### src/rtl/spike_encoder_if.sv
// Sample handshake bundle between the sample source and the spike encoder.
// The master offers packed channel samples and a coding mode; the slave answers with ready.
interface spike_encoder_if #(
    parameter int NUM_CHANNELS = 2,
    parameter int WIDTH_P      = 8
);
    logic [NUM_CHANNELS*WIDTH_P-1:0] data_i;
    logic                            valid_i;
    logic                            mode_i;
    logic                            ready_o;

    modport master (output data_i, output valid_i, output mode_i, input ready_o);
    modport slave  (input data_i, input valid_i, input mode_i, output ready_o);
endinterface

### src/rtl/spike_encoder.sv
// Converts one multi-channel sample into a WINDOW_LEN-step spike train per channel,
// using sigma-delta rate coding (mode 0) or time-to-first-spike latency coding (mode 1).
module spike_encoder #(
    parameter int NUM_CHANNELS = 2,
    parameter int WIDTH_P      = 8,
    parameter int WINDOW_LEN   = 16
) (
    input  logic                    clk_i,
    input  logic                    rst_ni,
    spike_encoder_if.slave          in_if,
    output logic [NUM_CHANNELS-1:0] spike_o,
    output logic                    step_o,
    output logic                    last_o,
    output logic                    busy_o
);
    localparam int TW = $clog2(WINDOW_LEN);
    localparam int PW = WIDTH_P + 16;
    localparam logic [0:0]    S_IDLE   = 1'b0;
    localparam logic [0:0]    S_RUN    = 1'b1;
    localparam logic [TW-1:0] T_LAST   = TW'(WINDOW_LEN - 1);
    localparam logic [PW-1:0] WLEN_EXT = PW'(WINDOW_LEN);

    logic [0:0]                           state_q, state_d;
    logic [TW-1:0]                        t_q, t_d;
    logic [NUM_CHANNELS-1:0][WIDTH_P-1:0] data_q, data_d;
    logic [NUM_CHANNELS-1:0][WIDTH_P-1:0] acc_q, acc_d;
    logic [NUM_CHANNELS-1:0][TW-1:0]      tgt_q, tgt_d;
    logic                                 mode_q, mode_d;
    logic [NUM_CHANNELS-1:0]              spike_q, spike_d;
    logic                                 step_q, step_d;
    logic                                 last_q, last_d;
    logic                                 busy_q, busy_d;

    logic [NUM_CHANNELS-1:0][WIDTH_P:0]   sum_s;
    logic [NUM_CHANNELS-1:0][WIDTH_P-1:0] inv_s;
    logic [NUM_CHANNELS-1:0][PW-1:0]      prod_s;

    assign in_if.ready_o = (state_q == S_IDLE);
    assign spike_o       = spike_q;
    assign step_o        = step_q;
    assign last_o        = last_q;
    assign busy_o        = busy_q;

    // Next-state, per-channel encoding and registered-output decode.
    always_comb begin
        state_d = state_q;
        t_d     = t_q;
        data_d  = data_q;
        acc_d   = acc_q;
        tgt_d   = tgt_q;
        mode_d  = mode_q;
        spike_d = '0;
        step_d  = 1'b0;
        last_d  = 1'b0;
        for (int c = 0; c < NUM_CHANNELS; c++) begin
            sum_s[c]  = {1'b0, acc_q[c]} + {1'b0, data_q[c]};
            inv_s[c]  = ~in_if.data_i[c*WIDTH_P +: WIDTH_P];
            // (2^W-1-d)*WINDOW_LEN at full width; the shifted result is always < WINDOW_LEN
            prod_s[c] = {16'h0000, inv_s[c]} * WLEN_EXT;
        end
        case (state_q)
            S_IDLE: begin
                if (in_if.valid_i) begin
                    state_d = S_RUN;
                    t_d     = '0;
                    mode_d  = in_if.mode_i;
                    for (int c = 0; c < NUM_CHANNELS; c++) begin
                        data_d[c] = in_if.data_i[c*WIDTH_P +: WIDTH_P];
                        acc_d[c]  = '0;
                        tgt_d[c]  = TW'(prod_s[c] >> WIDTH_P);
                    end
                end else begin
                    state_d = S_IDLE;
                end
            end
            S_RUN: begin
                step_d = 1'b1;
                last_d = (t_q == T_LAST);
                for (int c = 0; c < NUM_CHANNELS; c++) begin
                    if (mode_q) begin
                        spike_d[c] = (data_q[c] != '0) && (t_q == tgt_q[c]);
                    end else begin
                        spike_d[c] = sum_s[c][WIDTH_P];
                        acc_d[c]   = sum_s[c][WIDTH_P-1:0];
                    end
                end
                if (t_q == T_LAST) begin
                    state_d = S_IDLE;
                    t_d     = '0;
                end else begin
                    t_d = t_q + TW'(1'b1);
                end
            end
            default: begin
                state_d = S_IDLE;
                t_d     = '0;
            end
        endcase
        busy_d = (state_d == S_RUN) || (state_q == S_RUN);
    end

    // State and output registers; reset aborts any window in flight.
    always_ff @(posedge clk_i or negedge rst_ni) begin
        if (!rst_ni) begin
            state_q <= S_IDLE;
            t_q     <= '0;
            data_q  <= '0;
            acc_q   <= '0;
            tgt_q   <= '0;
            mode_q  <= 1'b0;
            spike_q <= '0;
            step_q  <= 1'b0;
            last_q  <= 1'b0;
            busy_q  <= 1'b0;
        end else begin
            state_q <= state_d;
            t_q     <= t_d;
            data_q  <= data_d;
            acc_q   <= acc_d;
            tgt_q   <= tgt_d;
            mode_q  <= mode_d;
            spike_q <= spike_d;
            step_q  <= step_d;
            last_q  <= last_d;
            busy_q  <= busy_d;
        end
    end
endmodule

### src/flat_wrapper.sv
// flat-port wrapper written by rule: the top's interface ports become plain ports
module spike_encoder_flat 
#(
    parameter int NUM_CHANNELS = 2,
    parameter int WIDTH_P      = 8,
    parameter int WINDOW_LEN   = 16
)
  (clk_i, rst_ni, spike_o, step_o, last_o, busy_o, in_if_data_i, in_if_valid_i, in_if_mode_i, in_if_ready_o);
  spike_encoder_if #(.NUM_CHANNELS(NUM_CHANNELS), .WIDTH_P(WIDTH_P)) in_if_i ();
  input  logic clk_i;
  input  logic rst_ni;
  output logic [NUM_CHANNELS-1:0] spike_o;
  output logic step_o;
  output logic last_o;
  output logic busy_o;
  input wire logic [$bits(in_if_i.data_i)-1:0] in_if_data_i;
  input wire logic [$bits(in_if_i.valid_i)-1:0] in_if_valid_i;
  input wire logic [$bits(in_if_i.mode_i)-1:0] in_if_mode_i;
  output wire logic [$bits(in_if_i.ready_o)-1:0] in_if_ready_o;
  assign in_if_i.data_i = in_if_data_i;
  assign in_if_i.valid_i = in_if_valid_i;
  assign in_if_i.mode_i = in_if_mode_i;
  assign in_if_ready_o = in_if_i.ready_o;
  spike_encoder #(.NUM_CHANNELS(NUM_CHANNELS), .WIDTH_P(WIDTH_P), .WINDOW_LEN(WINDOW_LEN)) u_core (.clk_i(clk_i), .rst_ni(rst_ni), .in_if(in_if_i), .spike_o(spike_o), .step_o(step_o), .last_o(last_o), .busy_o(busy_o));
endmodule
### config.mk
export PLATFORM = sky130hd
export DESIGN_NAME = spike_encoder_flat
export DESIGN_NICKNAME = d
export VERILOG_FILES = /design/src/rtl/spike_encoder_if.sv /design/src/rtl/spike_encoder.sv /design/src/flat_wrapper.sv
export SDC_FILE = /design/constraint.sdc
export NUM_CORES = 1
export LEC_CHECK = 0
export CORE_MARGIN = 2
export CORE_UTILIZATION = 49
export CTS_BUF_LIST = sky130_fd_sc_hd__clkbuf_8
export DETAILED_ROUTE_END_ITERATION = 12
export PLACE_DENSITY = 0.78
export SLEW_MARGIN = 20
export SYNTH_ARGS = -nofsm -noshare
export SYNTH_HDL_FRONTEND = slang
export SYNTH_SLANG_ARGS = --single-unit
### constraint.sdc
create_clock -name clk_i -period 5 [get_ports clk_i]
set_input_delay 1.5 -clock clk_i [delete_from_list [all_inputs] [get_ports clk_i]]
set_output_delay 1.5 -clock clk_i [all_outputs]
set_load 0.05 [all_outputs]
==> results.json, run 1 <==
{
  "synthesis.yosys.warnings": 0,
  "cts.sinks": 51,
  "crit_chain": "inv_2, clkdlybuf4s50_1",
  "drive_above_1_share_pct": 6.90,
  "setup_viol": 0,
  "switching_power_uw": 923,
  "placement_rows": 26,
  "place.port_buffers": 25,
  "timing_worst_setup_path_type": "reg2out",
  "p_seq_share_pct": 37.3,
  "synth.net_count": 304,
  "syn_to_final_growth_pct": 14.0,
  "share_clk_of_total_power_pct": 10.4,
  "place.gp.congestion": 0.819,
  "final-max-slew-violation-count": 0,
  "timing_worst_slew_pin_value_ns": 0.641,
  "pre_cts_ws_ns": 1.75,
  "power.density_cell_area_mw_per_mm2": 719,
  "first_pass_detailed_route_iteration_total": 4,
  "tritoncts_clock_tree": "built",
  "cts.path.max_buffers": 2,
  "period_needed_ns": 3.42,
  "run_status": "finished, final reports clean",
  "layout_setup_ws_ns": 1.58,
  "num_vias": 1915,
  "io_pins": 26,
  "worst-path-buf-inv": 2,
  "grt_pass1_wl_mm": 8.67,
  "floorplan.die.height_um": 77.2,
  "crit_path_end_kind": "output port",
  "die_w_um": 77.2,
  "netSwitchingFraction_pct": 42.9,
  "pwr-share-comb_pct": 52.3,
  "final_net_count": 328,
  "number_of_global_route_vias_before_repair": 1885,
  "pin_count_of_the_biggest_net_entering_global_routing": 52,
  "synth-seq-area-share_pct": 48.6,
  "synth_area_sq_mm": 0.00262,
  "cap_viol_max_count": 0,
  "core-area_sq_mm": 0.00514,
  "hp-class": "reg2reg",
  "path_clk_slew_ns": 0.09,
  "slowest_delay_ns": 0.86,
  "finalHoldViolCount": 0,
  "worst-endpoint-arrival_ns": 1.92,
  "crit_slowest_cell": "clkdlybuf4s50_1",
  "routedWlPerCell_um": 14.0,
  "gr_overflow_total": 0,
  "cts_made_buffers": 5,
  "crit_family": "buffers and inverters",
  "n_antenna_cell": 0,
  "cts_repair_resize_count": 0,
  "h-tree-depth": 2,
  "postCtsSetupBuffers": 0,
  "timing.reg2reg.setup_slack_ns": 2.98,
  "post-dp-hpwl_mm": 3.63,
  "setup-tns-final_ns": 0,
  "cellInternalPower_uw": 1230,
  "drt_iter0_drc": 99,
  "critical_path_peak_fanout": 12,
  "grt.total_usage_pct": 18.2,
  "slew_headroom_pct": 57.2,
  "drc": 0,
  "peakVddDrop_mv": 0.283,
  "yosysUniqueCellTypes": 39,
  "postSynthAreaPerCell_sq_um": 9.90,
  "setup_repair_after_global_routing_missed_its_margin": "false",
  "fmaxAchievable_mhz": 293,
  "required_time_worst_endpoint_ns": 3.50,
  "design.die.area_sq_mm": 0.00596,
  "worst_skew_pair.late_latency_ns": 0.30,
  "period_share_pct": 68.3,
  "static-leakage-power_uw": 0.00138,
  "ctsRootBufferMaster": "clkbuf_8",
  "totalWireLength_mm": 5.02,
  "initial_utilization_pct": 51.0,
  "worst_setup_path_start_kind": "register",
  "timing.clock.skew_ns": 0.00489,
  "routed_via_density": 5.32,
  "drtAntennaViolNets": 0,
  "ctsHoldBuffers": 0,
  "flop_and_latch_count_out_of_synthesis": 51,
  "post_synth_inst_count": 265,
  "initial_antenna_violation_count": 0
}
synth_stat cells:
master    number  share of area [%]
nand4b_1       1               0.33
a221oi_2       2                1.1
nand2_2        1               0.24
nor2_1         8                1.1
nand2b_1       1               0.24
a21oi_2        1               0.33
fa_1           2                1.5
nor2_4         3                1.3
o211ai_1       3               0.86
nand3b_1       1               0.29
nor4_1         4               0.95
o21a_1         2               0.57
a21oi_1       13                2.5
a21o_1         2               0.57
ha_1          17                8.1
o21ai_1        5               0.95
o31ai_2        1               0.48
a31o_2         1               0.33
nand3_1        8                1.5
a22o_1         5                1.7
and2_1         1               0.24
inv_2          1               0.14
o21ai_2        1               0.33
o31ai_1        2               0.57
inv_1          4               0.57
o21bai_1       2               0.57
o21ai_0       13                2.5
xor2_1        10                3.3
a211oi_1       5                1.4
nand2_1       72                 10
buf_6          2               0.86
xnor2_1        9                3.0
a221oi_1       1               0.33
a211oi_2       1               0.48
clkbuf_1       2               0.29
and3_1         1               0.24
buf_2          5               0.95
nor3_1         1               0.19
dfrtp_1       51                 49
power groups by stage:
stage,Clock (uW),Sequential (uW),Combinational (uW)
2_1_floorplan,0,786,912
3_3_place_gp,0,804,1090
3_5_place_dp,0,811,1130
4_1_cts,229,805,1130
5_1_grt,248,829,1290
6_report,224,802,1120
final cells by class:
cell class / instances / area (sq um)
Clock buffer: 5 / 68.8
Clock inverter: 3 / 12.5
Fill cell: 468 / 2150
Inverter: 5 / 18.8
Multi-Input combinational cell: 200 / 1270
Sequential cell: 51 / 1280
Tap cell: 70 / 87.6
Timing Repair Buffer: 26 / 253
stage by stage:
| step | cell area, sq um | util [%] | std cells | hold slack (ns) | power [uW] |
|---|---|---|---|---|---|
| finish | 2990 | 58.2 | 360 | 0.502 | 2150 |
| global route | 2990 | 58.2 | 360 | 0.528 | 2360 |
| CTS | 2990 | 58.2 | 360 | 0.508 | 2170 |
| detailed placement | 2910 | 56.6 | 352 | 0.486 | 1940 |
| global placement | 2910 | 56.6 | 352 | 0.482 | 1890 |
| floorplan | 2620 | - | 265 | 0.455 | 1700 |
worst reg2reg max path: stages, from the launching register on:
cell     delay (ns)
dfrtp_1        0.43
ha_1           0.25
fa_1           0.42
a21o_1         0.20
a21oi_1        0.27
o21ai_2        0.12
xnor2_1        0.13
o21ai_0        0.08
state kept, by name, summed over array words and instances, names as in the netlist:
name / cells
u_core.acc_q: 16
u_core.data_q: 16
u_core.tgt_q: 8
u_core.t_q: 4
u_core.spike_o: 2
u_core.busy_o: 1
u_core.last_o: 1
u_core.mode_q: 1
u_core.state_q: 1
u_core.step_o: 1
path summary, 6_finish.rpt:
check,from,endpoint,depth (start not counted)
min in group asynchronous,rst_ni,u_core.acc_q[0]$_DFFE_PN0P_,2
max in group asynchronous,rst_ni,u_core.mode_q$_DFFE_PN0P_,2
worst min register to register,u_core.acc_q[2]$_DFFE_PN0P_,u_core.acc_q[2]$_DFFE_PN0P_,2
worst max register to register,u_core.data_q[8]$_DFFE_PN0P_,u_core.acc_q[14]$_DFFE_PN0P_,7
worst max-delay path,u_core.state_q$_DFF_PN0_,in_if_ready_o,2
worst min-delay path,u_core.acc_q[2]$_DFFE_PN0P_,u_core.acc_q[2]$_DFFE_PN0P_,2
per-layer routing:
layer | track usage, % | vias up | wire (um)
li1 | - | 961 | -
met3 | 2.35 | 5 | 155
met2 | 29.7 | 29 | 2460
met4 | 6.43 | 0 | 68
met5 | 0 | - | 0
met1 | 24.9 | 920 | 2340
kinds of logic (layout without fill, tap and decap cells):
group / Yosys count / count (layout) / synth area share, %
buffers and inverters: 14 / 39 / 2.81
DFF: 51 / 51 / 48.6
adders and majority gates: 19 / 19 / 9.63
xor gates and xnor gates: 19 / 19 / 6.34
and+or+nand+nor: 102 / 102 / 17.0
AOI/OAI and AO/OA: 60 / 60 / 15.6
cells in the final DEF (no fill, tap or decap), drive strengths merged:
master,synthesis,layout
a211oi,6,6
a21o,2,2
a21oi,14,14
a221oi,3,3
a22o,5,5
a31o,1,1
and2,1,1
and3,1,1
buf,7,2
clkbuf,2,5
clkdlybuf4s50,0,24
clkinv,0,1
dfrtp,51,51
fa,2,2
ha,17,17
inv,5,7
nand2,73,73
nand2b,1,1
nand3,8,8
nand3b,1,1
nand4b,1,1
nor2,11,11
nor3,1,1
nor4,4,4
o211ai,3,3
o21a,2,2
o21ai,19,19
o21bai,2,2
o31ai,3,3
xnor2,9,9
xor2,10,10
No activity file was read; power rests on OpenSTA's default activity.
==> run 2, diff against run 1 <==
==> constraint.sdc (replaced) <==
create_clock -name clk_i -period 3.4 [get_ports clk_i]
set_input_delay 1.02 -clock clk_i [delete_from_list [all_inputs] [get_ports clk_i]]
set_output_delay 1.02 -clock clk_i [all_outputs]
set_load 0.05 [all_outputs]
==> results.json, run 2 (synthesis results as in run 1) <==
{
  "run_status": "finished, final reports clean",
  "gr_overflow_total": 0,
  "place.port_buffers": 25,
  "timing.clock.skew_ns": 0.00670,
  "die_w_um": 77.2,
  "drt_iter0_drc": 78,
  "switching_power_uw": 1380,
  "final_net_count": 329,
  "pin_count_of_the_biggest_net_entering_global_routing": 39,
  "cts_made_buffers": 5,
  "design.die.area_sq_mm": 0.00596,
  "critPathLaunch": "u_core.state_q$_DFF_PN0_",
  "worst_hold_path.num_cells": 2,
  "r2r-start": "u_core.data_q[8]$_DFFE_PN0P_",
  "tritoncts_clock_tree": "built",
  "min_from": "u_core.acc_q[2]$_DFFE_PN0P_",
  "share_clk_of_total_power_pct": 10.4,
  "finalHoldViolCount": 0,
  "path_clk_slew_ns": 0.09,
  "crit_path_end_kind": "output port",
  "routedWlPerCell_um": 14.2,
  "first_pass_detailed_route_iteration_total": 5,
  "final_common_cell": "nand2_1",
  "setup_repair_after_global_routing_missed_its_margin": "false",
  "floorplan.die.height_um": 77.2,
  "grt.total_usage_pct": 18.1,
  "cellInternalPower_uw": 1800,
  "pwr-share-comb_pct": 52.4,
  "setup-tns-final_ns": 0,
  "critical_path_peak_fanout": 12,
  "initial_antenna_violation_count": 0,
  "dpl_cell_area_sq_mm": 0.00292,
  "static-leakage-power_uw": 0.00138,
  "cts.path.max_buffers": 2,
  "routed_via_density": 5.30,
  "slew_headroom_pct": 65.6,
  "syn_to_final_growth_pct": 14.3,
  "worst-endpoint-arrival_ns": 1.89,
  "post-dp-hpwl_mm": 3.74,
  "postCtsSetupBuffers": 0,
  "number_of_global_route_vias_before_repair": 1908,
  "worst_setup_path_start_kind": "register",
  "finalInstanceArea_sq_mm": 0.00300,
  "hp-class": "reg2reg",
  "h-tree-depth": 2,
  "depth_of_the_worst_register_to_register_path": 7,
  "cts_repair_resize_count": 0,
  "n_antenna_cell": 0,
  "timing_worst_setup_path_type": "reg2out",
  "most-common-layout-cells": "72 x nand2_1, 51 x dfrtp_1, 24 x clkdlybuf4s50_1",
  "grt_pass1_wl_mm": 8.63,
  "initial_utilization_pct": 51.0,
  "setup_viol": 0,
  "num_vias": 1914,
  "required_time_worst_endpoint_ns": 2.38,
  "fmaxAchievable_mhz": 344,
  "drtAntennaViolNets": 0,
  "final-max-slew-violation-count": 0,
  "core-area_sq_mm": 0.00514,
  "period_needed_ns": 2.91,
  "power.density_cell_area_mw_per_mm2": 1060,
  "top_regs": "u_core.acc_q x16, u_core.data_q x16, u_core.tgt_q x8",
  "drive_above_1_share_pct": 7.22,
  "placement_rows": 26,
  "worst_skew_pair.late_latency_ns": 0.30,
  "period_share_pct": 85.6,
  "place.gp.congestion": 0.829,
  "drc": 0,
  "netSwitchingFraction_pct": 43.3,
  "ctsHoldBuffers": 0,
  "io_pins": 26,
  "peakVddDrop_mv": 0.401,
  "cts.sinks": 51,
  "cap_viol_max_count": 0,
  "p_seq_share_pct": 37.1,
  "totalWireLength_mm": 5.11,
  "ctsRootBufferMaster": "clkbuf_8",
  "timing_worst_slew_pin_value_ns": 0.514
}
## run 2: area by class of cell
type	count	area, sq um
well taps	70	87.6
clock buffers	5	68.8
clock inverters	3	12.5
multi-input cells	200	1270
fillers	474	2140
repair buffers	27	260
flip-flops and latches	51	1280
inverters	5	18.8
## run 2: power groups by stage
| stage | logic (uW) | clock network [uW] | registers, uW |
|---|---|---|---|
| 2_1_floorplan | 1340 | 0 | 1160 |
| 3_3_place_gp | 1610 | 0 | 1180 |
| 3_5_place_dp | 1670 | 0 | 1190 |
| 4_1_cts | 1680 | 338 | 1180 |
| 5_1_grt | 1890 | 361 | 1220 |
| 6_report | 1670 | 333 | 1180 |
## run 2: final timing paths
| check | end | slack (ns) |
|---|---|---|
| hold / removal | u_core.acc_q[2]$_DFFE_PN0P_ | 0.50 |
| min in group asynchronous | u_core.spike_o[0]$_DFF_PN0_ | 0.60 |
| max in group asynchronous | u_core.acc_q[11]$_DFFE_PN0P_ | 2.03 |
| hold reg to reg | u_core.acc_q[2]$_DFFE_PN0P_ | 0.50 |
| setup reg to reg | u_core.acc_q[14]$_DFFE_PN0P_ | 1.38 |
| setup / recovery | in_if_ready_o | 0.49 |
## run 2: stage by stage
step | std cells | utilization [%] | setup slack, ns | power, uW | hold WS [ns]
CTS | 361 | 58.3 | 0.486 | 3200 | 0.501
floorplan | 265 | - | 1.48 | 2500 | 0.455
global placement | 353 | 56.7 | 0.844 | 2790 | 0.474
finish | 361 | 58.3 | 0.489 | 3190 | 0.496
detailed placement | 353 | 56.7 | 0.818 | 2860 | 0.478
global route | 361 | 58.3 | 0.399 | 3470 | 0.535
## run 2: critical path, cell delays in order (launching register included)
cell and delay, ns:
dfrtp_1 0.49, inv_2 0.24, clkdlybuf4s50_1 0.85
## run 2: metal layers
layer  share of wire [%]  GRT usage (%)
met5                   0              0
met4                 1.5           6.25
met3                 3.1           2.71
met2                  48           29.5
met1                  47           24.7
